**config.mk**
```make
export PLATFORM = sky130hd
export DESIGN_NAME = tetris_input_ctrl
export DESIGN_NICKNAME = d
export VERILOG_FILES = /design/src/rtl/tetris_input_ctrl.sv
export SDC_FILE = /design/constraint.sdc
export NUM_CORES = 1
export LEC_CHECK = 0
export CAP_MARGIN = 30
export CORE_MARGIN = 5
export CORE_UTILIZATION = 45
export CTS_CLUSTER_DIAMETER = 120
export CTS_CLUSTER_SIZE = 24
export DETAILED_ROUTE_END_ITERATION = 8
export MAX_ROUTING_LAYER = met4
export SLEW_MARGIN = 20
export SYNTH_ARGS = -nofsm -noshare
export SYNTH_HDL_FRONTEND = slang
export SYNTH_SLANG_ARGS = --single-unit
```
**constraint.sdc**
```tcl
create_clock -name CLOCK_50 -period 1.95 [get_ports CLOCK_50]
set_input_delay 0.39 -clock CLOCK_50 [delete_from_list [all_inputs] [get_ports CLOCK_50]]
set_output_delay 0.39 -clock CLOCK_50 [all_outputs]
set_load 0.005 [all_outputs]
```
**src/rtl/tetris_input_ctrl.sv**
```systemverilog
// tetris_input_ctrl: push-button front end for the game logic.
//   Synchronises, debounces and edge-detects the three DE1-SoC keys, arbitrates
//   left/right conflicts, and generates a level-dependent gravity tick that never
//   shares a cycle with a move strobe.
// Ports:
//   CLOCK_50      in   system clock
//   resetn        in   asynchronous active-low reset
//   key_left_n    in   raw left button, active-low, asynchronous
//   key_right_n   in   raw right button, active-low, asynchronous
//   key_rot_n     in   raw rotate button, active-low, asynchronous
//   gravity_en    in   1 = gravity counter runs, 0 = counter and pending tick hold
//   level         in   speed level 0..15
//   left_final    out  one-cycle move-left strobe
//   right_final   out  one-cycle move-right strobe
//   rot_final     out  one-cycle rotate strobe
//   tick_gravity  out  one-cycle gravity strobe
// Optional feature: define INPUT_AUTOREPEAT_EN for horizontal delayed auto-shift.
module tetris_input_ctrl #(
  parameter int unsigned DEBOUNCE_CYCLES = 1000000,
  parameter int unsigned GRAV_BASE       = 25000000,
  parameter int unsigned GRAV_STEP       = 2000000,
  parameter int unsigned GRAV_MIN        = 2500000,
  parameter int unsigned DAS_DELAY       = 8333333,
  parameter int unsigned DAS_RATE        = 2500000
) (
  input  logic       CLOCK_50,
  input  logic       resetn,
  input  logic       key_left_n,
  input  logic       key_right_n,
  input  logic       key_rot_n,
  input  logic       gravity_en,
  input  logic [3:0] level,
  output logic       left_final,
  output logic       right_final,
  output logic       rot_final,
  output logic       tick_gravity
);
  localparam int unsigned DW = $clog2(DEBOUNCE_CYCLES + 1);
  // bit 0 = left, bit 1 = right, bit 2 = rotate; all active-high after inversion
  logic [2:0] raw, sync1, sync2, stable, stable_q, press;
  assign raw = ~{key_rot_n, key_right_n, key_left_n};
  always_ff @(posedge CLOCK_50 or negedge resetn)
    if (!resetn) begin
      sync1    <= '0;
      sync2    <= '0;
      stable_q <= '0;
      press    <= '0;
    end else begin
      sync1    <= raw;
      sync2    <= sync1;
      stable_q <= stable;
      press    <= stable & ~stable_q;
    end
  // a change is accepted only after DEBOUNCE_CYCLES consecutive disagreeing samples
  for (genvar k = 0; k < 3; k++) begin : g_db
    logic [DW-1:0] cnt;
    logic          st;
    always_ff @(posedge CLOCK_50 or negedge resetn)
      if (!resetn) begin
        cnt <= '0;
        st  <= 1'b0;
      end else if (sync2[k] == st) begin
        cnt <= '0;
      end else if (cnt == DW'(DEBOUNCE_CYCLES - 1)) begin
        cnt <= '0;
        st  <= ~st;
      end else begin
        cnt <= cnt + DW'(1);
      end
    assign stable[k] = st;
  end
  // horizontal move requests before the left/right conflict filter
  logic [1:0] lr;
`ifdef INPUT_AUTOREPEAT_EN
  typedef enum logic [1:0] {IDLE, DELAY, REPEAT} das_t;
  das_t        das_st [2];
  das_t        das_nx [2];
  logic [31:0] das_cnt [2];
  logic [31:0] das_cnt_nx [2];
  logic [1:0]  idle, acc;
  assign idle = {das_st[1] == IDLE, das_st[0] == IDLE};
  // a press is taken only while the other direction is idle and not being pressed too
  assign acc[0] = press[0] & idle[1] & ~(press[1] & idle[0]);
  assign acc[1] = press[1] & idle[0] & ~(press[0] & idle[1]);
  always_ff @(posedge CLOCK_50 or negedge resetn)
    if (!resetn) begin
      das_st[0]  <= IDLE;
      das_st[1]  <= IDLE;
      das_cnt[0] <= '0;
      das_cnt[1] <= '0;
    end else begin
      das_st[0]  <= das_nx[0];
      das_st[1]  <= das_nx[1];
      das_cnt[0] <= das_cnt_nx[0];
      das_cnt[1] <= das_cnt_nx[1];
    end
  always_comb
    for (int i = 0; i < 2; i++) begin
      das_nx[i]     = das_st[i];
      das_cnt_nx[i] = das_cnt[i] + 32'd1;
      lr[i]         = 1'b0;
      if (!stable[i]) begin
        das_nx[i]     = IDLE;
        das_cnt_nx[i] = '0;
      end else if (das_st[i] == IDLE) begin
        lr[i]         = acc[i];
        das_nx[i]     = acc[i] ? DELAY : IDLE;
        das_cnt_nx[i] = '0;
      end else if (das_st[i] == DELAY && das_cnt[i] == DAS_DELAY - 1) begin
        lr[i]         = 1'b1;
        das_nx[i]     = REPEAT;
        das_cnt_nx[i] = '0;
      end else if (das_st[i] == REPEAT && das_cnt[i] == DAS_RATE - 1) begin
        lr[i]         = 1'b1;
        das_cnt_nx[i] = '0;
      end
    end
`else
  assign lr = press[1:0];
`endif
  logic [31:0] step_total, period, grav_cnt;
  logic        grav_req, pending, move, left_nx, right_nx;
  assign step_total = 32'(level) * GRAV_STEP;
  // subtract only when it cannot wrap, then clamp to the floor
  assign period   = (step_total >= GRAV_BASE || GRAV_BASE - step_total < GRAV_MIN) ?
                    GRAV_MIN : GRAV_BASE - step_total;
  assign grav_req = gravity_en & (grav_cnt >= period - 32'd1);
  assign left_nx  = lr[0] & ~lr[1];
  assign right_nx = lr[1] & ~lr[0];
  assign move     = left_nx | right_nx | press[2];
  always_ff @(posedge CLOCK_50 or negedge resetn)
    if (!resetn) begin
      grav_cnt     <= '0;
      pending      <= 1'b0;
      left_final   <= 1'b0;
      right_final  <= 1'b0;
      rot_final    <= 1'b0;
      tick_gravity <= 1'b0;
    end else begin
      left_final   <= left_nx;
      right_final  <= right_nx;
      rot_final    <= press[2];
      // a tick blocked by a move strobe waits in pending; repeated requests merge
      tick_gravity <= gravity_en & (grav_req | pending) & ~move;
      if (gravity_en) begin
        grav_cnt <= grav_req ? '0 : grav_cnt + 32'd1;
        pending  <= (grav_req | pending) & move;
      end
    end
endmodule

```
==> results.ini <==
[yosys]
ys_warn_count = 0
yosysTopAreaCell = dfrtp_1
async_flop_share_pct = 100.0
syn_inst = 669
synth_cell_types = 61
synth_flop_cell = dfrtp_1
synth_area_per_cell_sq_um = 9.806
synthesis.area_sq_um = 6560
yosysSeqAreaShare_pct = 42.72
synth_top_cell_area_share_pct = 42.72
synth_edf_count = 0
ys_top_cells_by_area = dfrtp_1 43%, ha_1 9.7%, xor2_1 7.5%, nor2_1 6.9%, xnor2_1 5.3%
ys_ff_latch = 112

[clock_network]
clk_latency_ns = 0.36
cts-root-buf = clkbuf_16
clkSlewWorstSetupHoldPaths_ns = 0.07
tritoncts = built
cts_max_level = 3
clockBufferDepth = 2
numCtsBuffers = 9
clkSinkCount = 112

[timing]
min_period_ns = 4.162
fmax_ghz = 0.2403
hold-worst-slack_ns = -0.008914
worstMarginPinSlew_ns = 0.5030
setup_viol = 34
layout_setup_ws_ns = -2.212
period_share_pct = 213.4
relSlewSlack_pct = 66.46
hold_viol_final = 7
rsz0062_at_grt = true
finClkSkew_ns = 0.006841
slew_viol_final = 0

[worst_setup_path]
r2r_setup_slack_ns = -0.20
crit_slowest_cell = fa_1
setup.worst_path.start_class = input pin
arrival_ns = 4.45
max_stage_delay_ns = 0.55
path_class = in -> reg
cp_max_fo = 11
end_kind = register
path_cells = buf_8, fa_1, inv_1, fa_1, inv_2, ha_4, xnor2_2, nand3b_1, or2_4, o31a_1, o21ai_1, ha_1, buf_4, buf_4, a221oi_2, a21boi_2, o21a_4, buf_12, buf_12, nor2_1
crit_required_ns = 2.24

[finish]
area_growth_pct = 24.18
n_antenna_cell = 0
fillCellCount = 1263
mostFrequentLayoutCells = 112 x dfrtp_1, 108 x nor2_1, 70 x buf_4
final_design_area_no_fill_sq_um = 8147
drive_gt1_share_pct = 20.98
nets = 833
finalCoreUtilization_pct = 56.48
multi_input_area_sq_um = 3837
final_common_cell = dfrtp_1
regArea_sq_um = 2803

[pwr]
p_leak_nw = 3.776
seq_power_share_pct = 42.9
power_w = 0.005814
peakVddDrop_mv = 0.5490
powerDensity_nw_per_um2 = 713.7
switching_power_w = 0.001592
power_switching_share_pct = 27.38
p_int_w = 0.004222
p_comb_share_pct = 21.8
clkPwrFrac_pct = 35.3

[global_routing]
grt_antenna_before_repair = 0
grt_util_all_layers_pct = 17.10
grt_pass1_vias = 5028
grt-ovfl-total = 0
grt_first_pass_wirelength_um = 23000
grt_max_degree = 47

[route]
drt_wl_total_um = 12770
wl_per_cell_um = 13.36
dr.pass1.iters = 4
drtIter0Drc = 179
routed_via_density = 5.081
vias = 4857
drtAntennaViolNets = 0
drc = 0

[die]
die_x_um = 130.7
die_h_um = 130.7
rows = 44
pin_count = 14
core_sq_um = 14420
initial_core_util_pct = 45.48
die_area_sq_um = 17090

[placement]
dp_hpwl_um = 9386
numPortBuffers = 13
dpl_cell_area_sq_um = 7457
routabilityCongestion = 0.8416

[run_status]
outcome = complete, but fails checks
violations = hold timing, setup timing

[flow_run]
maxCapViolations = 0

[min_path]
hold_path_class = in -> async

[cell families after synthesis]
kind of cell / after synthesis / synth area share (%)
multiplexers: 6 / 1.011
flip-flops: 112 / 42.72
XOR/XNOR: 97 / 13.07
buffers and inverters: 42 / 3.109
other: 1 / 0.05716
AO/OA/AOI/OAI: 52 / 5.379
AND/OR/NAND/NOR: 303 / 23.40
adder cells (fa/ha/maj): 56 / 11.25
[synthesized netlist by cell type, types with 9 or more instances]
cell type    n
dfrtp_1    112
nor2_1     121
xnor2_1     40
nand3_1     50
nand2_1     37
a21oi_1     16
nand4_1     16
and3_1      20
ha_1        51
nor3_1       9
inv_1       29
xor2_1      56
[cell type report]
class | count | share of cell area [%]
well taps | 184 | 2.826
repair buffers | 93 | 10.15
multi-input cells | 521 | 47.10
inverters | 30 | 1.382
flip-flops and latches | 112 | 34.40
clock buffers | 10 | 2.933
clock inverters | 6 | 1.198
[stage by stage]
step	setup WS, ns	instances	TNS, ns
floorplan	-2.206	675	-73.31
global placement	-2.856	929	-95.45
detailed placement	-3.016	929	-100.30
CTS	-2.268	955	-76.04
global route	-2.369	956	-79.35
finish	-2.212	956	-74.17
[critical path: cells and delay by family]
family	cells	cell delay (ns)
adder cells (fa/ha/maj)	4	1.59
AO/OA/AOI/OAI	5	1.01
AND/OR/NAND/NOR	3	0.59
XOR/XNOR	1	0.13
buffers and inverters	7	0.71
[power groups by stage]
stage	Clock, W	Sequential (W)	Combinational (W)
after floorplan	0	0.00254	0.000680
after global placement	0	0.00254	0.00104
after detailed placement	0	0.00254	0.00107
after CTS	0.00212	0.00249	0.00120
after global routing	0.00220	0.00251	0.00141
final	0.00205	0.00249	0.00127
[per-layer routing]
metal | global-route usage [%] | part of all wire (%) | vias to the layer above
met5 | - | 0 | -
met4 | 6.655 | 1.7 | 0
met3 | 2.886 | 2.8 | 17
met2 | 28.22 | 50 | 49
met1 | 21.05 | 45 | 2319
li1 | - | - | 2472
[flip-flops by register name, summed over array words and instances (netlist names), 3 cells and up]
register / cells
sync2: 3
stable_q: 3
g_db.cnt: 60
press: 3
sync1: 3
g_db.st: 3
grav_cnt: 32
[repair_timing]
| item | 4_1_cts | 5_1_grt |
|---|---|---|
| hold buffers | 0 | 0 |
| setup endpoints to repair | 34 | 55 |
| setup buffers | 10 | 1 |
| cloned | 1 | 0 |
| pin swaps | 32 | 11 |
| resized for setup | 48 | 23 |
[final timing paths]
kind / start / to / depth (start not counted)
max: level[1] / grav_cnt[11] / 20
min: resetn / g_db[1].cnt[10] / 1
max reg2reg: grav_cnt[15] / grav_cnt[25] / 9
min reg2reg: sync1[1] / sync2[1] / 0
max in group asynchronous: resetn / g_db[0].cnt[2] / 2
min in group CLOCK_50: sync1[1] / sync2[1] / 0
No activity file was read; power rests on OpenSTA's default activity.
